`config.mk`:
```
export PLATFORM = sky130hd
export DESIGN_NAME = seg_line_sched
export DESIGN_NICKNAME = d
export VERILOG_FILES = /design/src/rtl/snake_gfx_pkg.sv /design/src/rtl/seg_hit_cmp.sv /design/src/rtl/seg_line_sched.sv
export SDC_FILE = /design/constraint.sdc
export NUM_CORES = 1
export LEC_CHECK = 0
export CAP_MARGIN = 10
export CORE_AREA = 2 2 214 216
export CTS_BUF_LIST = sky130_fd_sc_hd__clkbuf_4 sky130_fd_sc_hd__clkbuf_8
export DETAILED_ROUTE_END_ITERATION = 16
export DIE_AREA = 0 0 216 218
export GPL_TIMING_DRIVEN = 0
export PLACE_DENSITY = 0.67
export SKIP_LAST_GASP = 1
export SYNTH_ARGS = -nofsm -noshare
export SYNTH_HDL_FRONTEND = slang
export SYNTH_HIERARCHICAL = 1
export SYNTH_SLANG_ARGS = --single-unit
```
`constraint.sdc`:
```
create_clock -name clk -period 13.2 [get_ports clk]
set_input_delay 1.98 -clock clk [delete_from_list [all_inputs] [get_ports clk]]
set_output_delay 1.98 -clock clk [all_outputs]
set_load 0.01 [all_outputs]
```
`src/rtl/snake_gfx_pkg.sv`:
```
// Shared constants, FSM state and list-entry types for the snake line scheduler.
// Overflow flagging is enabled by defining SEG_SCHED_OVF_EN.
package snake_gfx_pkg;

    localparam int unsigned BLK_SIZE     = 32;
    localparam int unsigned MAX_SEGMENTS = 23;
    localparam int unsigned LIST_DEPTH   = 8;
    localparam int unsigned COORD_W      = 11;

    localparam int unsigned CMP_W  = COORD_W + 1;
    localparam int unsigned ROW_W  = 5;
    localparam int unsigned ADDR_W = 2 * ROW_W;
    localparam int unsigned IDX_W  = 5;
    localparam int unsigned SLOT_W = 3;
    localparam int unsigned CNT_W  = SLOT_W + 1;
    localparam int unsigned LEN_W  = 6;
    localparam int unsigned POS_W  = MAX_SEGMENTS * COORD_W;

    typedef enum logic [1:0] {
        IDLE  = 2'd0,
        SCAN  = 2'd1,
        READY = 2'd2
    } sched_state_t;

    typedef struct packed {
        logic               valid;
        logic [COORD_W-1:0] x;
        logic [ROW_W-1:0]   row;
        logic               is_head;
    } list_entry_t;

    // pos lies in [base, base+BLK_SIZE); widened by one bit so base+32 cannot wrap
    function automatic logic in_block(input logic [COORD_W-1:0] pos,
                                      input logic [COORD_W-1:0] base);
        logic [CMP_W-1:0] p;
        logic [CMP_W-1:0] b;
        p = CMP_W'(pos);
        b = CMP_W'(base);
        return (p >= b) && (p < (b + CMP_W'(BLK_SIZE)));
    endfunction

endpackage

```
`src/rtl/seg_hit_cmp.sv`:
```
// Range comparator for one list entry: does the queried column fall inside its block?
import snake_gfx_pkg::*;

module seg_hit_cmp (
    input  logic               valid,
    input  logic [COORD_W-1:0] base,
    input  logic [COORD_W-1:0] query,
    output logic               match_c,
    output logic [ROW_W-1:0]   offset_c
);

    logic [COORD_W-1:0] diff;

    assign diff     = query - base;
    assign match_c  = valid & in_block(query, base);
    assign offset_c = diff[ROW_W-1:0];

endmodule

```
`src/rtl/seg_line_sched.sv`:
```
// Per-line snake segment scheduler: scans segments during blanking into a short list,
// then answers per-pixel hit/sprite queries. Define SEG_SCHED_OVF_EN for the ovf flag.
import snake_gfx_pkg::*;

module seg_line_sched (
    input  logic                clk,
    input  logic                rst,
    input  logic                line_start,
    input  logic [COORD_W-1:0]  next_y,
    input  logic [POS_W-1:0]    snakepos_x,
    input  logic [POS_W-1:0]    snakepos_y,
    input  logic [LEN_W-1:0]    length,
    input  logic [COORD_W-1:0]  curr_x,
    output logic                scan_done,
    output logic                hit,
    output logic                hit_head,
    output logic [ADDR_W-1:0]   sprite_addr,
    output logic                ovf
);

    sched_state_t       state;
    list_entry_t        list_q [LIST_DEPTH];
    logic [COORD_W-1:0] ny_q;
    logic [IDX_W-1:0]   len_q;
    logic [IDX_W-1:0]   idx;
    logic [CNT_W-1:0]   cnt;

    logic [COORD_W-1:0] pos_x [MAX_SEGMENTS];
    logic [COORD_W-1:0] pos_y [MAX_SEGMENTS];
    logic [IDX_W-1:0]   len_clamp;
    logic [COORD_W-1:0] seg_x;
    logic [COORD_W-1:0] seg_y;
    logic [COORD_W-1:0] row_diff;
    logic               overlap;

    logic               match [LIST_DEPTH];
    logic [ROW_W-1:0]   offset [LIST_DEPTH];
    logic               win_hit;
    logic               win_head;
    logic [ADDR_W-1:0]  win_addr;

    for (genvar g = 0; g < MAX_SEGMENTS; g++) begin : g_unpack
        assign pos_x[g] = snakepos_x[g*COORD_W +: COORD_W];
        assign pos_y[g] = snakepos_y[g*COORD_W +: COORD_W];
    end

    assign len_clamp = (length > LEN_W'(MAX_SEGMENTS)) ? IDX_W'(MAX_SEGMENTS) : IDX_W'(length);

    // Segment currently under test; idx never reaches MAX_SEGMENTS while testing
    always_comb begin
        seg_x = '0;
        seg_y = '0;
        if (idx < IDX_W'(MAX_SEGMENTS)) begin
            seg_x = pos_x[idx];
            seg_y = pos_y[idx];
        end
    end

    assign overlap  = in_block(ny_q, seg_y);
    assign row_diff = ny_q - seg_y;

    for (genvar e = 0; e < LIST_DEPTH; e++) begin : g_cmp
        seg_hit_cmp u_cmp (
            .valid    (list_q[e].valid),
            .base     (list_q[e].x),
            .query    (curr_x),
            .match_c  (match[e]),
            .offset_c (offset[e])
        );
    end

    // Priority select: descending walk lets the lowest matching slot win
    always_comb begin
        win_hit  = 1'b0;
        win_head = 1'b0;
        win_addr = '0;
        for (int e = LIST_DEPTH - 1; e >= 0; e--) begin
            if (match[e]) begin
                win_hit  = 1'b1;
                win_head = list_q[e].is_head;
                win_addr = {list_q[e].row, offset[e]};
            end
        end
    end

`ifdef SEG_SCHED_OVF_EN
    logic ovf_q;
    assign ovf = ovf_q;
`else
    assign ovf = 1'b0;
`endif

    always_ff @(posedge clk) begin
        if (!rst) begin
            state       <= IDLE;
            ny_q        <= '0;
            len_q       <= '0;
            idx         <= '0;
            cnt         <= '0;
            scan_done   <= 1'b0;
            hit         <= 1'b0;
            hit_head    <= 1'b0;
            sprite_addr <= '0;
            for (int e = 0; e < LIST_DEPTH; e++) list_q[e] <= '0;
`ifdef SEG_SCHED_OVF_EN
            ovf_q       <= 1'b0;
`endif
        end else begin
            scan_done   <= 1'b0;
            hit         <= 1'b0;
            hit_head    <= 1'b0;
            sprite_addr <= '0;
            if (line_start) begin
                state <= SCAN;
                ny_q  <= next_y;
                len_q <= len_clamp;
                idx   <= '0;
                cnt   <= '0;
                for (int e = 0; e < LIST_DEPTH; e++) list_q[e].valid <= 1'b0;
`ifdef SEG_SCHED_OVF_EN
                ovf_q <= 1'b0;
`endif
            end else begin
                case (state)
                    SCAN: begin
                        if (idx == len_q) begin
                            state     <= READY;
                            scan_done <= 1'b1;
                        end else begin
                            if (overlap) begin
                                if (cnt < CNT_W'(LIST_DEPTH)) begin
                                    list_q[cnt[SLOT_W-1:0]] <= '{valid:   1'b1,
                                                                x:       seg_x,
                                                                row:     row_diff[ROW_W-1:0],
                                                                is_head: (idx == '0)};
                                    cnt <= cnt + CNT_W'(1);
                                end else begin
`ifdef SEG_SCHED_OVF_EN
                                    ovf_q <= 1'b1;
`else
                                    cnt <= cnt;
`endif
                                end
                            end
                            idx <= idx + IDX_W'(1);
                        end
                    end
                    READY: begin
                        hit         <= win_hit;
                        hit_head    <= win_head;
                        sprite_addr <= win_addr;
                    end
                    default: state <= IDLE;
                endcase
            end
        end
    end

endmodule
```
Yosys cells after proc, flatten, opt, wreduce, memory -nomap -nowiden
Memory sizes are Yosys's and may differ from the RTL's.
Index checks and enable logic that the tools add are counted.
Widths: inputs -> output; s select.
{ "word_totals": {"mem_count": 1, "regBits": 40, "input_bits": 537, "latchBits": 0, "ram_bits": 144, "out_inout_bits": 14, "mem_bits_ro": 0} }
{ "memory_table": {"columns": ["memory", "depth", "width", "read_ports", "rd_clocked_by_memory_dff", "write_ports", "line_no", "rtl"], "rows": [
  ["list_q", 8, 18, 8, 0, 8, "seg_line_sched.sv:22", "list_entry_t list_q [LIST_DEPTH];"]
]} }
{ "op_classes": {"magnitude_cmp": 22, "addsub": 20, "mul": 0, "div": 0, "shifts": 0, "reduce_logical": 18, "n_mux": 59, "n_eq_ne": 6, "n_bitwise": 21} }
{ "ops": {"columns": ["op", "count"], "rows": [
  ["$bmux 11 s5", 2],
  ["$add 11x6->12 const B", 9],
  ["$lt 11x12->1", 9],
  ["$ge 11x11->1", 9],
  ["$mux 10", 8],
  ["$mux 11", 6],
  ["$sub 5x5->5", 9],
  ["$mux 1", 37],
  ["$mux 18", 1],
  ["$reduce_or 18->1", 1],
  ["$logic_and 1x1->1", 9],
  ["$and 1x1->1", 8],
  ["$or 1x1->1", 8],
  ["$ge 6x6->1 const B", 1],
  ["$gt 6x5->1 const B", 1],
  ["$not 5->6", 1],
  ["$reduce_and 2->1", 3],
  ["$reduce_or 3->1", 2],
  ["$add 5x1->5 const B", 1],
  ["$eq 5x5->1", 1],
  ["$logic_not 5->1", 1],
  ["$lt 5x5->1 const B", 1],
  ["$mux 5", 1],
  ["$add 4x1->4 const B", 1],
  ["other kinds (11)", 16]
]} }

Depth between registers and ports, before layout
Gate-level depths: netlist of run 1.
{ "logic_depth": {"depth_word": 16, "mapped_depth": 24, "mapped_depth_nobuf": 18} }

Modules after synthesis
Netlist of run 1, hierarchy kept.
{ "modules_own_cells": {"columns": ["mod", "area_per_inst_um2", "seq_area_each_um2", "n_inst", "cells_each"], "rows": [
  ["seg_line_sched", 12014.0, 5044.8, 1, 1013],
  ["seg_hit_cmp (g_cmp[2].u_cmp ...)", 603.1, 0.0, 6, 73],
  ["seg_hit_cmp (g_cmp[0].u_cmp ...)", 570.5, 0.0, 2, 73]
]} }

Least setup slack after synthesis of run 1
OpenSTA, ideal clock, no wires.
{ "synth_path": {"path_kind": "input-to-reg", "start": "input port snakepos_y[247]", "end": "memory list_q[6][0] in the netlist's numbering (enable)", "required_ps": 12827, "slack_ps": 7347, "stages": 19, "n_path_buf": 2, "t_arrival_ps": 5479, "path_cell_list": "mux2_2 -> a221o_1 -> o211ai_1 -> and3_1 -> inv_1 -> ha_1 -> inv_1 -> a31o_2 -> o21ai_0 -> o21ai_0 -> ha_1 -> a22o_1 -> nor4_1 -> a21oi_1 -> o31a_1 -> or4_4 -> buf_6 -> buf_6 -> nand2_1"} }
{ "synth_rtl": {"columns": ["element", "line_no", "rtl"], "rows": [
  ["from (decl)", "seg_line_sched.sv:11", "input logic [POS_W-1:0] snakepos_y,"],
  ["to (decl)", "seg_line_sched.sv:22", null]
]} }

==> results of run 1 <==
power breakdown:
| group | total [mW] | leakage, nW | switching (mW) | internal (mW) |
|---|---|---|---|---|
| combinational | 0.537 | 7.15 | 0.247 | 0.289 |
| sequential | 0.648 | 1.79 | 0.0113 | 0.637 |
| clock | 0.388 | 0.190 | 0.229 | 0.159 |
cell type report:
class | count | area (um2)
diodes | 8 | 20.0
plain buffers | 81 | 420
clock buffers | 19 | 249
clock inverters | 13 | 131
fillers | 4027 | 21300
inverters | 147 | 552
multi-input cells | 1185 | 10800
flip-flops and latches | 184 | 5040
well taps | 600 | 751
repair buffers | 561 | 5620
worst max-delay path, cell delays in order (launching register included):
cell and delay [ns]:
dfxtp_1 0.34, buf_4 0.24, buf_6 0.24, buf_4 0.28
buf_2 0.46, buf_1 0.64, clkbuf_1 0.92, mux4_2 0.45
mux4_2 0.56, a22oi_1 0.35, ha_1 0.36, a21oi_1 0.21
o21ai_0 0.18, o31ai_1 0.28, a21oi_1 0.19, o31ai_4 0.17
nand4_2 0.43, clkbuf_1 0.38, nand2_1 0.71
logic make-up (layout without fill, tap and decap cells):
kind of cell | Yosys count | after routing
AOI/OAI and AO/OA | 329 | 329
xor gates and xnor gates | 69 | 69
adders and majority gates | 174 | 174
buffers and inverters | 228 | 821
DFF | 184 | 184
muxes | 167 | 167
other | 1 | 9
and+or+nand+nor | 445 | 445
placed cells by master, fill, tap and decap left out, types with 11 or more instances in the layout:
master,n
nand2_1,65
nor2_1,188
xor2_1,16
nor2b_1,35
nor3_1,25
clkdlybuf4s50_1,549
o31ai_1,14
clkbuf_1,37
dfxtp_1,48
and3_1,14
nand3_1,38
buf_4,14
buf_6,13
mux4_2,114
a221oi_1,14
a22oi_1,26
o21ai_0,28
edfxtp_1,136
o21a_1,11
clkbuf_8,17
a21o_1,42
xnor2_1,53
and4_1,14
buf_2,21
a21oi_1,101
mux2i_1,35
inv_1,145
ha_1,165
metal layers:
layer	vias to the layer above	GRT usage, %	share of wire [%]
met3	120	5.84	7.8
met4	4	14.3	4.5
li1	7182	-	-
met1	7968	41.5	39
met5	-	0	0.033
met2	811	56.9	48
sequential cells by signal, indices dropped and copies added, names as in the netlist, 2 cells and up:
signal       count
cnt              4
idx              5
len_q            5
list_q         144
ny_q            11
sprite_addr     10
state            2
worst max path at each step:
stage | startpoint | endpoint | cells past startpoint
after CTS | idx[1] | list_q[4][4] | 18
after detailed placement | snakepos_y[154] | list_q[4][13] | 14
after global placement | snakepos_y[154] | list_q[4][13] | 14
after floorplan | snakepos_y[247] | list_q[6][0] | 19
after global routing | idx[1] | list_q[4][4] | 18
final | idx[1] | list_q[4][3] | 18
through the flow:
stage	std cells	power (mW)	hold WS, ns
finish	2798	1.57	0.451
floorplan	1597	0.901	0.415
detailed placement	2756	1.19	0.433
CTS	2788	1.57	0.452
global placement	2746	1.17	0.436
global route	2796	1.63	0.482
==> metrics.txt, run 1 <==
run status completed; placed inst area 23,200 um2; Post-synth EDFFs 136; via count 16,085; largest net degree at the start of global routing 18; # IOs 551; Rows 78; VDD IR max 0.0606 mV; Placer Congestion 1.02; Fin. Hold Viols 0; CP arrival 7.91 ns; area leader, netlist edfxtp_1; Power Density 66.7 nW/um2; Final nets 2,888; Worst setup EP type flop; TritonCTS clock tree done; worst path required time 13.30 ns; initial core utilization 37.4%; Synth Area in Compound Gates 14.3%; reg2reg start idx[1]; leading post-synthesis cells by cell area edfxtp_1 (24%), mux4_2 (15%), ha_1 (12%); clock sink count 184; first-pass GRT wire length 111 mm; PostCTS Resize Cnt 0; TNS Setup 0 ns; post-synthesis mux area share 19.3%; Lkg Pwr 9.13 nW; CP max FO 17; simple-gate share of the synthesized area 13.5%; post-route cell area 23,600 um2; Avg Inst Size Synth 10.5 um2; Synth Register Bits 184; synthesized instance count 1,597; reg2reg path depth 18; pre-CTS WS 5.64 ns; DR iter-0 viols 1,341; DRC Markers 0; Die Ht 218 um; synthesized area 16,800 um2; main combinational cell family by area after synthesis multiplexers; count leader, synth nor2_1; Reg clk slew, reported paths 0.11 ns; async set-reset flop share out of synthesis 0%; number of global-route vias before repair 16,117; R2R Setup Slk 5.39 ns; sequential share of the synthesized area 30.1%; XOR/XNOR share of the synthesized area 3.60%; top cells by count, synth nor2_1 (188), ha_1 (165), inv_1 (145), edfxtp_1 (136), mux4_2 (114); RSZ-0062 raised after global routing false; DIE WIDTH 216 um; initial antenna violation count 16; slew margin rel. 22.2%; final setup margin 5.39 ns; Yosys warnings 6; hold depth 2; Routed Antenna Nets 0; core footprint 44,900 um2; Worst Skew 0.0197 ns; WL/cell 28.5 um; Area Overhead vs Synth 40.6%; H-tree depth 4; share of the synthesized area in the top cell type 24.3%; syn nets 2,308; fin crit share 59.1%; grt ovf 0; DIE AREA 47,100 um2; CTS Hold Buffers Added 0; fmax 128 MHz; Max Slew Vio Count 0; Primary FF master, synth edfxtp_1; worst setup path category flop to flop; Startpoint Class flop; TritonRoute pass-1 iters 6; Hold WC Path Type flop to flop; root buffer cell clkbuf_8; MaxCap Viol Count 0; Min Clock Period, post-route 7.81 ns; Clock Path Buffers 2; Global Route Usage Sum 33.3%; DR vias/cell 5.75; postcts setup bufs 0; hold path start list_q[0][17]; final core occ 52.5%; Final Setup Violations 0; dpl hpwl 68.1 mm; measured slew at the worst slew-check pin 1.16 ns; reg-to-reg critical path endpoint list_q[4][3]; total CTS buffers 17; Synth cell types 73; Hold Path End list_q[0][17]; Routed WL 79.7 mm; adder-cell share of the synthesized area 13.4%; I/O Buffers 549; layout cells sized above 1 12.6%; clock latency at the later pin of the worst-skew pair 0.48 ns
No activity file was read; power rests on OpenSTA's default activity.
==> inputs of run 2 (changes only) <==
clock period = 8.02 ns   (was 13.2 ns; I/O delays follow)
==> results of run 2 <==
Same layout as run 1 (identical final DEF). Status: completed.
Among the figures that moved: setup slack after placement 5.64 ns -> 0.476 ns; setup slack after layout 5.39 ns -> 0.214 ns; end point of the critical path list_q[4][3] -> list_q[4][4]; register-to-register setup slack 5.39 ns -> 0.21 ns; total power 1.57 mW -> 2.59 mW; worst IR drop on VDD 0.0606 mV -> 0.0998 mV
==> inputs of run 3 (changes only) <==
CELL_PAD_IN_SITES_DETAIL_PLACEMENT = 1   (was default)
CELL_PAD_IN_SITES_GLOBAL_PLACEMENT = 2   (was default)
CORE_AREA = default   (was 2 2 214 216)
CORE_UTILIZATION = 29   (was default)
DIE_AREA = default   (was 0 0 216 218)
PLACE_DENSITY = default   (was 0.67)
PLACE_DENSITY_LB_ADDON = 0.1   (was default)
==> run 3 against run 2 <==
Compared with the run above:
- wire length is 10% higher
- sequential share of layout area fell by 0.23 points
- the run now ends with slew limit left
- highest routed layer is now met4
- global-route usage fell by 3.7 points
- sequential power barely moved
- non-clock buffer count increased by 2
- final area rose by 1.1%
- first-iteration DRC count is 22% lower
- register-to-register slack improved by 0.18 ns
- maximum frequency increased by 2.4%
- combinational power rose by 3.3%
==> metrics.txt, run 3 (same netlist as run 1, synthesis figures left out) <==
measured slew at the worst slew-check pin 1.52 ns (+0.356 ns); worst path required time 8.14 ns; Hold WC Path Type flop to flop; DRC Markers 0 (unchanged); Clock Path Buffers 2 (unchanged); PostCTS Resize Cnt 0 (unchanged); DR vias/cell 5.41 (-5.8%); Reg clk slew, reported paths 0.10 ns (about the same); layout cells sized above 1 12.6% (about the same); TritonRoute pass-1 iters 5 (-1); Fin. Hold Viols 0 (unchanged); CP max FO 17 (unchanged); initial core utilization 29.5% (-7.8 points); largest net degree at the start of global routing 18 (unchanged); max reg flops 144 (unchanged); Worst Skew 0.0167 ns (-0.00297 ns); RSZ-0062 raised after global routing false; I/O Buffers 549 (unchanged); VDD IR max 0.0805 mV; pre-CTS WS 0.489 ns; Max Slew Vio Count 8 (+8); H-tree depth 4 (unchanged); Final nets 2,890 (+0.069%); core footprint 56,800 um2 (+27%); Power Density 108 nW/um2; total CTS buffers 17 (unchanged); root buffer cell clkbuf_8; Die Ht 243 um (+11%); MaxCap Viol Count 0 (unchanged); final setup margin 0.399 ns; CP arrival 7.74 ns (-0.17 ns); dpl hpwl 75.6 mm (+11%); Area Overhead vs Synth 42.1%; most frequent cells in the layout clkdlybuf4s50_1 (549), nor2_1 (188), ha_1 (165); Lkg Pwr 9.15 nW (+0.24%); TritonCTS clock tree done; Placer Congestion 0.991 (-2.7%); # IOs 551 (unchanged); register with the most flip-flops list_q; fmax 131 MHz; Startpoint Class flop; run status finished with violations; slew margin rel. -1.25% (-23 points); grt ovf 0 (unchanged); Rows 87 (+12%); postcts setup bufs 0 (unchanged); via count 16,023 (-0.39%); number of global-route vias before repair 17,039 (+5.7%); DR iter-0 viols 1,052 (-22%); clock latency at the later pin of the worst-skew pair 0.50 ns (+0.02 ns); worst setup path category flop to flop; TNS Setup 0 ns (unchanged); first-pass GRT wire length 123 mm (+11%); WL/cell 29.7 um (+4.2%); fillers 6,392 (+59%); Routed Antenna Nets 0 (unchanged); initial antenna violation count 22 (+6); fin crit share 95.0%; Final Setup Violations 0 (unchanged); clock sink count 184 (unchanged); Min Clock Period, post-route 7.62 ns; Top Registers list_q x144, ny_q x11, sprite_addr x10; Global Route Usage Sum 29.6% (-3.7 points); failing checks slew limit; DIE AREA 58,800 um2 (+25%); Routed WL 87.9 mm (+10%); Worst setup EP type flop; CTS Hold Buffers Added 0 (unchanged); commonest non-fill, non-tap cell in the layout clkdlybuf4s50_1; DIE WIDTH 243 um (+12%)
## run 3: changes by cell type in the layout (fill, tap and decap cells not counted), sizes merged
cell | before | now
clkinv | 1 | 9
inv | 155 | 149
clkbuf | 56 | 55
buf | 56 | 58
diode | 8 | 12
bufinv | 1 | 0
## run 3: stage by stage
step / util (%) / instances / hold WS (ns) / area [um2] / power (mW)
finish: 41.9 / 2960 / 0.450 / 23800 / 2.56
global route: 41.9 / 2955 / 0.474 / 23800 / 2.67
CTS: 41.8 / 2947 / 0.454 / 23800 / 2.58
detailed placement: 41.2 / 2915 / 0.439 / 23400 / 1.99
global placement: 40.9 / 2902 / 0.432 / 23200 / 1.96
floorplan: - / 1597 / 0.415 / 16800 / 1.48
## run 3: area by class of cell
cell class | instances | area, um2 | share of cell area [%]
multi-input cells | 1185 | 10800 | 45.2
flip-flops and latches | 184 | 5040 | 21.2
inverters | 147 | 552 | 2.31
repair buffers | 563 | 5720 | 24.0
clock buffers | 18 | 241 | 1.01
plain buffers | 81 | 420 | 1.76
well taps | 756 | 946 | 3.97
clock inverters | 14 | 98.8 | 0.415
diodes | 12 | 30.0 | 0.126
## run 3: worst paths after layout
| check | end | from | slack (ns) | cells after the start |
|---|---|---|---|---|
| setup / recovery | list_q[5][15] | idx[1] | 0.40 | 18 |
| hold / removal | list_q[5][17] | list_q[5][17] | 0.45 | 2 |
| setup reg to reg | list_q[5][15] | idx[1] | 0.40 | 18 |
| hold reg to reg | list_q[5][17] | list_q[5][17] | 0.45 | 2 |
## run 3: metal layers
| metal | wire length (um) | global-route usage [%] | vias to the layer above |
|---|---|---|---|
| met5 | 0 | 0 | - |
| met4 | 1850 | 7.19 | 0 |
| met3 | 4210 | 3.01 | 65 |
| met2 | 44100 | 52.1 | 540 |
| met1 | 37700 | 38.7 | 8225 |
| li1 | - | - | 7193 |
## run 3: worst max-delay path, cell delays in order, from the launching register on
cell and delay, ns:
dfxtp_1 0.34, buf_4 0.20, buf_6 0.20, buf_4 0.31, buf_2 0.43, buf_1 0.74, clkbuf_1 0.78, mux4_2 0.42
mux4_2 0.49, a22oi_1 0.42, ha_1 0.26, nor2_1 0.05, a21oi_1 0.14, o21ai_0 0.10, a211o_1 0.30, a21oi_2 0.43
nand4_2 0.44, clkbuf_1 0.40, nand2_1 0.74
## run 3: power breakdown
group          leakage, nW  total [mW]  internal [mW]  switching [mW]
registers             1.79        1.07           1.05          0.0190
clock network        0.171       0.586          0.218           0.368
logic                 7.19       0.912          0.482           0.430
